==> src/rtl/score_digit_ctrl.sv <==
// Score-to-BCD controller: on a score change, runs a 16-step double-dabble
// conversion and publishes five registered decimal digits with a done pulse.
module score_digit_ctrl (
    input  logic        clk,
    input  logic        rst_n,
    input  logic [15:0] score_in,
    input  logic        game_start,
    output logic [3:0]  digit_0,
    output logic [3:0]  digit_1,
    output logic [3:0]  digit_2,
    output logic [3:0]  digit_3,
    output logic [3:0]  digit_4,
    output logic        digits_valid,
    output logic        busy,
    output logic        done
);

    typedef enum logic [1:0] {IDLE, CONV, DONE} state_t;

    state_t      state_q, state_d;
    logic [15:0] last_q, last_d;
    logic [35:0] shreg_q, shreg_d;
    logic [4:0]  cnt_q, cnt_d;
    logic        force_q, force_d;
    logic [19:0] digits_q, digits_d;
    logic        valid_q, valid_d;
    logic        done_q, done_d;

    // One double-dabble iteration: per-nibble add-3 (no inter-nibble carry), then shift.
    function automatic logic [35:0] dabble_step(input logic [35:0] s);
        logic [35:0] t;
        t = s;
        for (int i = 0; i < 5; i++) begin
            if (t[16+4*i +: 4] >= 4'd5)
                t[16+4*i +: 4] = t[16+4*i +: 4] + 4'd3;
        end
        return {t[34:0], 1'b0};
    endfunction

    always_comb begin
        state_d  = state_q;
        last_d   = last_q;
        shreg_d  = shreg_q;
        cnt_d    = cnt_q;
        force_d  = force_q;
        digits_d = digits_q;
        valid_d  = valid_q;
        done_d   = 1'b0;

        if (!game_start) begin
            // Abort and blank; the next game must convert at least once, even for 0.
            state_d  = IDLE;
            digits_d = '0;
            valid_d  = 1'b0;
            last_d   = '0;
            force_d  = 1'b1;
            cnt_d    = '0;
        end else begin
            case (state_q)
                IDLE: begin
                    if (force_q || (score_in != last_q)) begin
                        shreg_d = {20'h0, score_in};
                        last_d  = score_in;
                        force_d = 1'b0;
                        cnt_d   = '0;
                        state_d = CONV;
                    end
                end
                CONV: begin
                    shreg_d = dabble_step(shreg_q);
                    cnt_d   = cnt_q + 5'd1;
                    if (cnt_q == 5'd15)
                        state_d = DONE;
                end
                DONE: begin
                    digits_d = shreg_q[35:16];
                    valid_d  = 1'b1;
                    done_d   = 1'b1;
                    state_d  = IDLE;
                end
                default: state_d = IDLE;
            endcase
        end
    end

    always_ff @(posedge clk or negedge rst_n) begin
        if (!rst_n) begin
            state_q  <= IDLE;
            last_q   <= '0;
            shreg_q  <= '0;
            cnt_q    <= '0;
            force_q  <= 1'b0;
            digits_q <= '0;
            valid_q  <= 1'b0;
            done_q   <= 1'b0;
        end else begin
            state_q  <= state_d;
            last_q   <= last_d;
            shreg_q  <= shreg_d;
            cnt_q    <= cnt_d;
            force_q  <= force_d;
            digits_q <= digits_d;
            valid_q  <= valid_d;
            done_q   <= done_d;
        end
    end

    assign digit_0      = digits_q[19:16];
    assign digit_1      = digits_q[15:12];
    assign digit_2      = digits_q[11:8];
    assign digit_3      = digits_q[7:4];
    assign digit_4      = digits_q[3:0];
    assign digits_valid = valid_q;
    assign done         = done_q;
    assign busy         = (state_q == CONV) || (state_q == DONE);

endmodule

==> config.mk <==
export PLATFORM = sky130hd
export DESIGN_NAME = score_digit_ctrl
export DESIGN_NICKNAME = d
export VERILOG_FILES = /design/src/rtl/score_digit_ctrl.sv
export SDC_FILE = /design/constraint.sdc
export NUM_CORES = 1
export LEC_CHECK = 0
export ABC_CLOCK_PERIOD_IN_PS = 2350
export CORE_ASPECT_RATIO = 1.25
export CORE_MARGIN = 4
export CORE_UTILIZATION = 50
export DETAILED_ROUTE_END_ITERATION = 16
export PLACE_DENSITY = 0.83
export SYNTH_ARGS = -nofsm -noshare
export SYNTH_HDL_FRONTEND = slang
export SYNTH_SLANG_ARGS = --single-unit
==> constraint.sdc <==
create_clock -name clk -period 2.35 [get_ports clk]
set_input_delay 0.3525 -clock clk [delete_from_list [all_inputs] [get_ports clk]]
set_output_delay 0.3525 -clock clk [all_outputs]
set_load 0.005 [all_outputs]
==> results of run 1 <==
cell usage after synthesis (all sizes together), types with 9 or more instances:
cell type  count  area (um^2)
nand2         46          173
o211ai        10         75.1
clkbuf        15         56.3
xor2          14          123
xnor2          9         78.8
nor2          31          116
dfrtp         82         2050
mux2i         52          521
ha            16          200
o21ai         14         70.1
mux2          30          372
inv           29          109
final timing paths:
| kind | from | end |
|---|---|---|
| max | score_in[8] | shreg_q[1]$_DFFE_PN0P_ |
| min | rst_n | last_q[13]$_DFFE_PN0P_ |
| max reg2reg | last_q[8]$_DFFE_PN0P_ | shreg_q[1]$_DFFE_PN0P_ |
| min reg2reg | shreg_q[3]$_DFFE_PN0P_ | shreg_q[3]$_DFFE_PN0P_ |
| max in group asynchronous | rst_n | shreg_q[26]$_DFFE_PN0P_ |
| min in group clk | shreg_q[3]$_DFFE_PN0P_ | shreg_q[3]$_DFFE_PN0P_ |
sequential cells by signal (all words and copies together), names as in the netlist:
| signal | cells |
|---|---|
| digits_valid | 1 |
| done | 1 |
| last_q | 16 |
| digits_q | 20 |
| force_q | 1 |
| shreg_q | 36 |
| cnt_q | 5 |
| state_q | 2 |
placed cells by master (no fill, tap or decap), types with 9 or more instances in the layout:
master	count
xor2_1	14
inv_1	29
o21ai_0	9
mux2_2	15
xnor2_1	9
clkbuf_8	11
nand2_1	46
o211ai_1	10
ha_1	16
clkdlybuf4s50_1	40
dfrtp_1	82
buf_4	9
mux2i_1	52
nor2_1	31
mux2_4	9
worst register-to-register path, cell delays in order (launching register included):
cell	delay, ps
dfrtp_1	400
xor2_1	150
nor4_2	340
nand4_1	180
o21a_2	270
buf_12	160
mux2_1	330
layout make-up:
| class | instances | area share |
|---|---|---|
| flip-flops and latches | 82 | 0.400 |
| inverters | 29 | 0.0212 |
| repair buffers | 55 | 0.113 |
| clock buffers | 11 | 0.0295 |
| multi-input cells | 270 | 0.403 |
| clock inverters | 5 | 0.0102 |
| well taps | 97 | 0.0237 |
stage by stage:
stage                     total power [mW]  TNS, ps
after floorplan                       2.38        0
after global placement                2.63        0
after detailed placement              2.67     -233
after CTS                             3.72        0
after global routing                  3.87        0
final                                 3.70        0
cell families after synthesis:
family / after synthesis / share of synthesized area
AND/OR/NAND/NOR: 108 / 0.112
multiplexers: 82 / 0.206
flip-flops: 82 / 0.474
buffers and inverters: 52 / 0.0497
AO/OA/AOI/OAI: 41 / 0.0664
XOR/XNOR: 23 / 0.0465
adder cells (fa/ha/maj): 16 / 0.0462
layer usage:
| metal | vias to the layer above | GRT usage | share of wire |
|---|---|---|---|
| li1 | 1456 | - | - |
| met1 | 1551 | 0.245 | 0.43 |
| met2 | 53 | 0.325 | 0.51 |
| met3 | 17 | 0.0302 | 0.035 |
| met4 | 0 | 0.0875 | 0.021 |
| met5 | - | 0 | 0 |
power by group through the flow:
stage               registers (mW)  logic (mW)  clock network [mW]
floorplan                     1.71       0.663                   0
global placement              1.75       0.880                   0
detailed placement            1.75       0.917                   0
CTS                           1.73       0.922                1.07
global route                  1.76       0.995                1.12
finish                        1.73       0.912                1.05
==> impl_metrics.yaml, run 1 <==
global_route:
  grt_usage: 0.193
  grt_first_pass_wirelength_um: 15900
  antenna_found_initial: 0
  grt_pass1_vias: 3291
  grt_max_degree: 47
  grt_overflow_total: 0
setup_path:
  crit_slowest_cell: "clkdlybuf4s50_1"
  cp_cell_sequence: "clkdlybuf4s50_1 > xor2_1 > nor4_2 > nand4_1 > o21a_2 > buf_12 > mux2_1"
  cp.depth: 7
  max_stage_delay_ps: 460
  worstRegToRegCells: 6
  end_kind: "flip-flop"
  crit_family: "buffers and inverters"
  path_class: "input port to flip-flop"
  startpoint_type: "input port"
  cp.buffers_inverters: 2
  worstPathMaxFanout: 16
  critical_path_arrival_ps: 2270
  reg2reg_slack_ps: 420
  crit_required_ps: 2590
synth:
  synth_edf_count: 0
  syn_area_per_cell_um2: 10.7
  ys_seq_elements: 82
  syn_inst: 404
  syn_area_um2: 4330
  async_reset_ff_frac: 1.00
  seq_area_frac_synth: 0.474
  yosys.cell_types.count: 39
  syn_nets: 439
  synth_ff_type: "dfrtp_1"
  yosys_warnings: 0
clock_network:
  postCtsSetupBuffers: 0
  clk_pin_slew_ps: 90
  root_buffer: "clkbuf_8"
  clkSinkCount: 82
  cts_resized: 0
  h-tree-depth: 3
  clk_path_buf_depth: 2
  hold_buffers: 1
  cts_tree: "done"
  cts_made_buffers: 9
  clkLatencyLatePin_ps: 360
cells_and_area:
  seq_area_um2: 2050
  final_util: 0.616
  nets: 482
  area_delta_synth_final_pct: 18.4
  diodes: 0
  multi_input_area_um2: 2070
  layoutNonFillerInstCount: 549
  nFillCells: 681
  drive_above_1_share: 0.124
  finalInstanceArea_um2: 5130
sta:
  period_needed_ps: 2030
  rsz0062_at_grt: "false"
  finalClockSkew_ps: 11.1
  worst_slack_ps: 319
  setup-violations-final: 0
  fmax_mhz: 492
  worst_pin_slew_ps: 578
  period_share: 0.864
  finalHoldViolations: 0
  relSlewSlack: 0.615
  slew_viol_final: 0
  holdWs_ps: 488
floorplanning:
  rows: 37
  dieArea_um2: 10200
  coreArea_um2: 8330
  io_pins: 42
  die_w_um: 91.3
  die_h_um: 112
  start_util: 0.520
pwr:
  p_comb_frac: 0.247
  netSwitchingFraction: 0.288
  switchingPower_mw: 1.06
  p_int_mw: 2.63
  power_frac_seq: 0.469
  ir_drop_mv: 0.371
  p_leak_nw: 2.25
  p_per_area_nw_per_um2: 721
  p_clk_frac: 0.284
routing:
  post_drt_via_cell_ratio: 5.60
  vias: 3077
  first_iter_violations: 117
  post_drt_wl_per_cell_um: 16.5
  wirelength_um: 9070
  drc: 0
  postRouteAntennaNets: 0
  firstDrtPassIters: 4
placed_design:
  place_hpwl_um: 6410
  io_buffers: 41
  pre_cts_ws_ps: -23.6
  gp_congestion: 0.801
  placed_cell_area_um2: 4920
  placedCellCount: 532
job:
  maxCapViolations: 0
run_status:
  status: "complete, no violations"
min_path:
  hold_class: "input port to async pin"
No activity file was read; power rests on OpenSTA's default activity.
==> run 2: changes to the inputs <==
--- a/config.mk
+++ b/config.mk
@@ -6,11 +6,13 @@
 export NUM_CORES = 1
 export LEC_CHECK = 0
 export ABC_CLOCK_PERIOD_IN_PS = 2350
+export CELL_PAD_IN_SITES_DETAIL_PLACEMENT = 2
+export CELL_PAD_IN_SITES_GLOBAL_PLACEMENT = 2
 export CORE_ASPECT_RATIO = 1.25
 export CORE_MARGIN = 4
-export CORE_UTILIZATION = 50
+export CORE_UTILIZATION = 38
 export DETAILED_ROUTE_END_ITERATION = 16
-export PLACE_DENSITY = 0.83
+export PLACE_DENSITY = 0.92
 export SYNTH_ARGS = -nofsm -noshare
 export SYNTH_HDL_FRONTEND = slang
 export SYNTH_SLANG_ARGS = --single-unit
==> run 2 against run 1 <==
Against the previous run: the run now ends with negative hold slack left; final cell count up 8.4%; via count increased by 5.3%; sequential power about the same; non-clock buffer count is 8 higher; clock power rose by 30%; largest cell class unchanged.
==> impl_metrics.yaml, run 2 (synthesis results as in run 1) <==
placed_design:
  placed_cell_area_um2: 5020
  gp_congestion: 0.836
  place_hpwl_um: 8720
  io_buffers: 41
global_route:
  grt.busiest_layer: "met2"
  grt_max_degree: 39
  grtUsageMet3: 0.0360
  use_met1: 0.240
  antenna_found_initial: 0
  use_met2: 0.363
  grt_pass1_vias: 3799
  grt_overflow_total: 0
  grt_first_pass_wirelength_um: 20700
  grt_usage: 0.207
cells_and_area:
  finalInstanceArea_um2: 5300
  multi_input_area_um2: 2070
  seq_area_um2: 2050
  reg_top3: "shreg_q x36, digits_q x20, last_q x16"
  area_delta_synth_final_pct: 22.4
  diodes: 0
  layout_common_cells: "dfrtp_1, mux2i_1, nand2_1, clkdlybuf4s50_1, nor2_1"
  drive_above_1_share: 0.137
  nFillCells: 1107
  largest_register: "shreg_q"
  largest_reg_flops: 36
  nets: 490
  layout_commonest_cell: "dfrtp_1"
sta:
  finalHoldViolations: 9
  period_share: 0.906
  period_needed_ps: 2130
  finalClockSkew_ps: 7.80
  worst_pin_slew_ps: 629
  fmax_mhz: 470
  holdWs_ps: -2.35
  setup-violations-final: 0
  slew_viol_final: 0
  relSlewSlack: 0.576
  rsz0062_at_grt: "false"
floorplanning:
  io_pins: 42
  start_util: 0.389
  dieArea_um2: 13200
  die_h_um: 127
  coreArea_um2: 11100
  die_w_um: 103
  rows: 43
setup_path:
  crit_required_ps: 2570
  cp.buffers_inverters: 2
  cp_cell_sequence: "clkdlybuf4s50_1 > xor2_1 > nor4_2 > nand4_1 > o21a_2 > buf_12 > mux2_4"
  path_class: "input port to flip-flop"
  startpoint_type: "input port"
  worstPathMaxFanout: 21
  end_kind: "flip-flop"
  critical_path_arrival_ps: 2350
  max_stage_delay_ps: 460
  crit_family: "buffers and inverters"
  crit_slowest_cell: "clkdlybuf4s50_1"
routing:
  vias: 3239
  wirelength_um: 12600
  first_iter_violations: 129
  post_drt_wl_per_cell_um: 21.2
  postRouteAntennaNets: 0
  drc: 0
  post_drt_via_cell_ratio: 5.44
  firstDrtPassIters: 4
run_status:
  status: "finished, violations left"
  failed_checks: "negative hold slack"
min_path:
  hold_class: "input port to async pin"
clock_network:
  clkSinkCount: 82
  root_buffer: "clkbuf_16"
  clk_path_buf_depth: 2
  cts_resized: 0
  hold_buffers: 0
  postCtsSetupBuffers: 0
  clk_pin_slew_ps: 60
  clkLatencyLatePin_ps: 350
  cts_tree: "done"
  h-tree-depth: 3
  cts_made_buffers: 9
pwr:
  p_leak_nw: 2.32
  ir_drop_mv: 0.336
  power_frac_seq: 0.427
  p_clk_frac: 0.334
  p_comb_frac: 0.239
  p_int_mw: 2.91
  p_per_area_nw_per_um2: 776
  netSwitchingFraction: 0.294
  switchingPower_mw: 1.21
job:
  maxCapViolations: 0
## run 2: cell types whose count changed in the layout (fill, tap and decap cells not counted), sizes merged
| cell | change |
|---|---|
| dlygate4sd3 | -1 |
| clkinv | -1 |
| clkinvlp | -1 |
| buf | +9 |
| bufinv | -1 |
| clkbuf | +3 |
## run 2: final timing paths
check,from,end,slack (ps),depth (start not counted)
worst min-delay path,rst_n,shreg_q[6]$_DFFE_PN0P_,-2,1
min in group clk,shreg_q[4]$_DFFE_PN0P_,shreg_q[4]$_DFFE_PN0P_,480,1
worst max register to register,last_q[8]$_DFFE_PN0P_,shreg_q[10]$_DFFE_PN0P_,320,6
worst max-delay path,score_in[8],shreg_q[10]$_DFFE_PN0P_,220,7
max in group asynchronous,rst_n,digits_q[12]$_DFFE_PN0P_,1750,2
worst min register to register,shreg_q[4]$_DFFE_PN0P_,shreg_q[4]$_DFFE_PN0P_,480,1
## run 2: layout make-up
cell class | instances | share of cell area
sequential | 82 | 0.387
clock inverter | 2 | 0.00189
multi-input combinational | 270 | 0.390
timing repair buffer | 63 | 0.118
inverter | 29 | 0.0205
clock buffer | 14 | 0.0517
tap | 135 | 0.0319
## run 2: per-stage QoR
step | std cells | setup WS, ps | total power, mW | utilization | TNS [ps]
floorplan | 404 | 335 | 2.38 | - | 0
global placement | 579 | 5.72 | 2.66 | 0.451 | 0
detailed placement | 579 | -121 | 2.75 | 0.451 | -1780
CTS | 595 | 221 | 4.18 | 0.476 | 0
global route | 595 | 158 | 4.32 | 0.476 | 0
finish | 595 | 222 | 4.12 | 0.476 | 0
## run 2: power groups by stage
stage	registers, mW	clock network, mW	logic [mW]
floorplan	1.71	0	0.663
global placement	1.75	0	0.908
detailed placement	1.77	0	0.986
CTS	1.76	1.41	1.01
global route	1.78	1.47	1.07
finish	1.76	1.37	0.985
## run 2: layer usage
layer	share of wire	up-vias
met5	0	-
met4	0.034	0
met2	0.53	67
met1	0.41	1664
li1	-	1474
met3	0.027	34
